<file path="config.mk">
export PLATFORM = sky130hd
export DESIGN_NAME = eq_filter_sequencer_flat
export DESIGN_NICKNAME = d
export VERILOG_FILES = /design/src/rtl/eq_filter_sequencer_if.sv /design/src/rtl/eq_filter_sequencer.sv /design/src/flat_wrapper.sv
export SDC_FILE = /design/constraint.sdc
export NUM_CORES = 1
export LEC_CHECK = 0
export CAP_MARGIN = 20
export CORE_AREA = 2 2 39 41
export CTS_CLUSTER_DIAMETER = 150
export CTS_CLUSTER_SIZE = 20
export DETAILED_ROUTE_END_ITERATION = 10
export DIE_AREA = 0 0 41 43
export PLACE_DENSITY = 0.77
export SLEW_MARGIN = 20
export SYNTH_ARGS = -nofsm -noshare
export SYNTH_HDL_FRONTEND = slang
export SYNTH_SLANG_ARGS = --single-unit
export TNS_END_PERCENT = 10
</file>
<file path="constraint.sdc">
create_clock -name clk -period 1.7 [get_ports clk]
set_input_delay 0.255 -clock clk [delete_from_list [all_inputs] [get_ports clk]]
set_output_delay 0.255 -clock clk [all_outputs]
set_load 0.05 [all_outputs]
</file>
<file path="src/rtl/eq_filter_sequencer_if.sv">
// Control bundle between the equaliser sequencer and its host/datapath.
// The slave side is the sequencer; the master side supplies the sample
// strobe, enable and overrun clear, and consumes the MAC/history controls.
interface eq_filter_sequencer_if #(
    parameter int BAND_W = 2,
    parameter int TAP_W  = 3
);
    logic              en;
    logic              sample_tick;
    logic              ovr_clr;
    logic              busy;
    logic [BAND_W-1:0] band_o;
    logic [TAP_W-1:0]  tap_o;
    logic              mac_clr;
    logic              mac_en;
    logic              shift_en;
    logic              y_valid;
    logic              done;
    logic              ovr;

    modport master (
        output en, sample_tick, ovr_clr,
        input  busy, band_o, tap_o, mac_clr, mac_en, shift_en, y_valid, done, ovr
    );

    modport slave (
        input  en, sample_tick, ovr_clr,
        output busy, band_o, tap_o, mac_clr, mac_en, shift_en, y_valid, done, ovr
    );
endinterface

</file>
<file path="src/rtl/eq_filter_sequencer.sv">
// Equaliser MAC sequencer: on each sample strobe, walks every band through
// its taps on one shared multiply-accumulate unit, then issues a write-back
// cycle per band (MAC result valid, history load) and a final done pulse.
// All outputs are decoded from registered state only.
module eq_filter_sequencer #(
    parameter int N_BANDS = 3,
    parameter int N_TAPS  = 5,
    parameter int BAND_W  = 2,
    parameter int TAP_W   = 3
) (
    input logic                 clk,
    input logic                 rst,
    eq_filter_sequencer_if.slave bus
);

    typedef enum logic [1:0] {
        S_IDLE = 2'd0,
        S_RUN  = 2'd1,
        S_WB   = 2'd2,
        S_DONE = 2'd3
    } state_t;

    localparam logic [BAND_W-1:0] BAND_LAST = BAND_W'(N_BANDS - 1);
    localparam logic [TAP_W-1:0]  TAP_LAST  = TAP_W'(N_TAPS - 1);

    state_t            state_q, state_d;
    logic [BAND_W-1:0] band_q,  band_d;
    logic [TAP_W-1:0]  tap_q,   tap_d;
    logic              ovr_q,   ovr_d;

    // State, band/tap counters and sticky overrun flag; reset aborts a pass.
    always_ff @(posedge clk or negedge rst) begin
        if (!rst) begin
            state_q <= S_IDLE;
            band_q  <= '0;
            tap_q   <= '0;
            ovr_q   <= 1'b0;
        end else begin
            state_q <= state_d;
            band_q  <= band_d;
            tap_q   <= tap_d;
            ovr_q   <= ovr_d;
        end
    end

    // Next-state: RUN steps the taps, WB advances the band, DONE returns home.
    always_comb begin
        state_d = state_q;
        band_d  = band_q;
        tap_d   = tap_q;
        unique case (state_q)
            S_IDLE: begin
                if (bus.sample_tick && bus.en) begin
                    state_d = S_RUN;
                    band_d  = '0;
                    tap_d   = '0;
                end
            end
            S_RUN: begin
                if (tap_q == TAP_LAST) begin
                    state_d = S_WB;
                end else begin
                    tap_d = tap_q + TAP_W'(1);
                end
            end
            S_WB: begin
                if (band_q == BAND_LAST) begin
                    state_d = S_DONE;
                end else begin
                    state_d = S_RUN;
                    band_d  = band_q + BAND_W'(1);
                    tap_d   = '0;
                end
            end
            S_DONE: begin
                state_d = S_IDLE;
                band_d  = '0;
                tap_d   = '0;
            end
            default: begin
                state_d = S_IDLE;
                band_d  = '0;
                tap_d   = '0;
            end
        endcase
    end

    // Overrun: a tick while busy is dropped and flagged; a set beats a clear.
    always_comb begin
        ovr_d = ovr_q;
        if (bus.sample_tick && (state_q != S_IDLE)) begin
            ovr_d = 1'b1;
        end else if (bus.ovr_clr) begin
            ovr_d = 1'b0;
        end
    end

    // Moore output decode.
    assign bus.busy     = (state_q != S_IDLE);
    assign bus.band_o   = band_q;
    assign bus.tap_o    = tap_q;
    assign bus.mac_en   = (state_q == S_RUN);
    assign bus.mac_clr  = (state_q == S_RUN) && (tap_q == '0);
    assign bus.shift_en = (state_q == S_WB);
    assign bus.y_valid  = (state_q == S_WB);
    assign bus.done     = (state_q == S_DONE);
    assign bus.ovr      = ovr_q;

endmodule

</file>
<file path="src/flat_wrapper.sv">
// flat-port wrapper written by rule: the top's interface ports become plain ports
module eq_filter_sequencer_flat 
#(
    parameter int N_BANDS = 3,
    parameter int N_TAPS  = 5,
    parameter int BAND_W  = 2,
    parameter int TAP_W   = 3
)
  (clk, rst, bus_en, bus_sample_tick, bus_ovr_clr, bus_busy, bus_band_o, bus_tap_o, bus_mac_clr, bus_mac_en, bus_shift_en, bus_y_valid, bus_done, bus_ovr);
  eq_filter_sequencer_if #(.BAND_W(BAND_W), .TAP_W(TAP_W)) bus_i ();
  input logic clk;
  input logic rst;
  input wire logic [$bits(bus_i.en)-1:0] bus_en;
  input wire logic [$bits(bus_i.sample_tick)-1:0] bus_sample_tick;
  input wire logic [$bits(bus_i.ovr_clr)-1:0] bus_ovr_clr;
  output wire logic [$bits(bus_i.busy)-1:0] bus_busy;
  output wire logic [$bits(bus_i.band_o)-1:0] bus_band_o;
  output wire logic [$bits(bus_i.tap_o)-1:0] bus_tap_o;
  output wire logic [$bits(bus_i.mac_clr)-1:0] bus_mac_clr;
  output wire logic [$bits(bus_i.mac_en)-1:0] bus_mac_en;
  output wire logic [$bits(bus_i.shift_en)-1:0] bus_shift_en;
  output wire logic [$bits(bus_i.y_valid)-1:0] bus_y_valid;
  output wire logic [$bits(bus_i.done)-1:0] bus_done;
  output wire logic [$bits(bus_i.ovr)-1:0] bus_ovr;
  assign bus_i.en = bus_en;
  assign bus_i.sample_tick = bus_sample_tick;
  assign bus_i.ovr_clr = bus_ovr_clr;
  assign bus_busy = bus_i.busy;
  assign bus_band_o = bus_i.band_o;
  assign bus_tap_o = bus_i.tap_o;
  assign bus_mac_clr = bus_i.mac_clr;
  assign bus_mac_en = bus_i.mac_en;
  assign bus_shift_en = bus_i.shift_en;
  assign bus_y_valid = bus_i.y_valid;
  assign bus_done = bus_i.done;
  assign bus_ovr = bus_i.ovr;
  eq_filter_sequencer #(.N_BANDS(N_BANDS), .N_TAPS(N_TAPS), .BAND_W(BAND_W), .TAP_W(TAP_W)) u_core (.clk(clk), .rst(rst), .bus(bus_i));
endmodule
</file>
==> metrics.txt <==
H-tree depth 1; Die Y-Extent 43 um; RR Endpoint u_core.bus.tap_o[2]; CTS tree yes; grt ovf 0; Setup WS post-layout 0.0951 ns; hpwl dp 815 um; # fillers 134; crit path max fanout 5; Rel. slew slack 75.2%; synth top area cells dfrtp_1 43%, ha_1 8.1%, inv_1 5.7%; Initial Util 33.5%; share of the synthesized area in the top cell type 43.1%; Fin. Hold Viols 0; via count 418; Tightest Hold Check Type input port to async pin; footprint of the multi-input gates 240 sq um; # clock sinks 8; final worst-path cycle share 94.4%; Final ANT Viol Nets 0; CTS root buffer clkbuf_4; Avg Cell Area, Syn 9.47 sq um; core footprint 0.00138 sq mm; worst path arrival time 1.35 ns; Tmin final 1.60 ns; setup TNS 0 ns; max-capacitance violation count 0; clk buf depth 2; worst slack, placed 0.100 ns; GRT Overall Usage 14.3%; Antenna Cells 0; sequential fraction of the synthesis area 43.1%; leakage 0.336 nW; layout cells sized above 1 31.3%; Syn Inst Count 49; vias in the first global route 405; First-pass DRT Iterations 4; Max Fclk 623 MHz; cells on worst reg2reg path 5; Slew @ Worst Pin 0.371 ns; die width 41 um; CP Data Required Time 1.44 ns; Rows 14; number of DRC markers after the initial detailed-route iteration 5; P per Cell Area 2160 mW/mm^2; final slew viol count 0; first-pass GRT wire length 1.61 mm; I/O pin cnt 17; CP Class flop to output port; Vias/cell 5.04; final net count 77; CTS buffer count 3; cell taking the most area after synthesis dfrtp_1; routability cong. 0.781; IO buf count 16; synth warn 0; # DRC 0; die area 0.00176 sq mm; routed wire length 1.03 mm; antenna violations before repair 0; reg2reg start u_core.bus.band_o[0]; largest net degree at the start of global routing 10; worst skew pair latency 0.26 ns; Post-Syn Nets 57; flop2flop setup slack 0.33 ns; startpoint types flop; Worst IR Drop VDD 691 uV; routed len/inst 12.4 um; crit path capture type output port; Post-Syn Area 464 sq um; Clock transition at path regs 0.06 ns; synth unique cells 26; Reg area 200 sq um; Synth Register Bits 8; status completed; RSZ-0062 raised after global routing no; Setup Viol. Count Final 0; Worst Skew 0.00557 ns; Area Growth Syn to Fin 54.7%
==> cell usage in the layout (no fill, tap or decap), types with 2 or more instances in the layout <==
master           netlist  routed
a21oi_1                3       3
a31oi_1                2       2
nor2b_2                1       2
dfrtp_1                8       8
o21ai_1                2       2
inv_1                  7       7
clkdlybuf4s50_1        0       4
ha_1                   3       3
clkbuf_4               0       3
buf_4                  1       6
nand2_1                5       5
buf_12                 0       6
==> how the worst max path moves through the flow <==
stage / startpoint / end / slack (ns) / depth (start not counted)
2_1_floorplan: u_core.bus.tap_o[0] / bus_mac_clr / -0.1 / 3
3_3_place_gp: bus_sample_tick / u_core.bus.tap_o[2] / 0.12 / 4
3_5_place_dp: bus_sample_tick / u_core.bus.tap_o[2] / 0.10 / 4
4_1_cts: u_core.state_q[1] / bus_mac_clr / 0.04 / 3
5_1_grt: u_core.bus.tap_o[0] / bus_mac_clr / 0.03 / 4
6_report: u_core.bus.tap_o[0] / bus_mac_clr / 0.1 / 4
==> cells in the mapped netlist <==
library cell / number
or2_1: 1
nor2_1: 1
a211oi_1: 1
nand4b_1: 1
ha_1: 3
o21ai_1: 2
a31oi_1: 2
nor2b_2: 1
a21oi_1: 3
and2_1: 1
and3b_1: 1
nor4_1: 1
a22o_1: 1
a32oi_1: 1
dfrtp_1: 8
inv_1: 7
nor2b_1: 1
or3_4: 1
buf_4: 1
inv_2: 1
a32o_1: 1
nand3b_1: 1
o31ai_1: 1
nor3b_1: 1
nand2_1: 5
nand2b_2: 1
==> cell type report <==
| cell class | instances | area share [%] |
|---|---|---|
| inverter | 8 | 4.18 |
| sequential | 8 | 27.9 |
| tap | 16 | 2.79 |
| timing repair buffer | 16 | 28.6 |
| multi-input combinational | 32 | 33.4 |
| clock buffer | 3 | 3.14 |
==> logic make-up after synthesis <==
kind of cell	after synthesis	share of synthesized area, %
adders and majority gates	3	8.09
and+or+nand+nor	17	23.5
DFF	8	43.1
AOI/OAI and AO/OA	12	17.3
buffers and inverters	9	8.09
==> sequential cells by signal, indices dropped and copies added, names as in the netlist <==
signal / flops
u_core.bus.ovr: 1
u_core.bus.band_o: 2
u_core.state_q: 2
u_core.bus.tap_o: 3
==> power breakdown <==
part	switching [mW]	leakage [nW]	internal [mW]
logic	0.613	0.222	0.418
clock network	0.0675	0.0138	0.0810
registers	0.105	0.101	0.266
total	0.786	0.336	0.765
==> per-layer routing <==
layer	up-vias	global-route usage, %	routed length (um)
met5	-	0	0
met2	12	21.3	551
met3	2	7.85	76
met4	0	8.00	15
li1	209	-	-
met1	195	15.1	386
==> timing repair <==
action,CTS,global route
endpoints found under the setup margin,0,1
hold buffers,0,0
buffers inserted,0,0
gates resized for setup,0,1
hold endpoints to repair,0,0
==> per-stage QoR <==
step	cell area [sq um]	util (%)	power, mW	cells	hold slack [ns]
floorplan	472	-	1.01	49	-0.0406
global placement	689	49.8	1.38	80	0.501
detailed placement	689	49.8	1.40	80	0.503
CTS	712	51.4	1.55	83	0.277
global route	718	51.9	1.66	83	0.291
finish	718	51.9	1.55	83	0.277
==> critical path, cell delays in order, from the launching register on <==
cell,delay (ns)
dfrtp_1,0.42
inv_1,0.08
ha_1,0.20
nor3b_4,0.23
buf_12,0.16
Power figures use the tool's default switching activity.
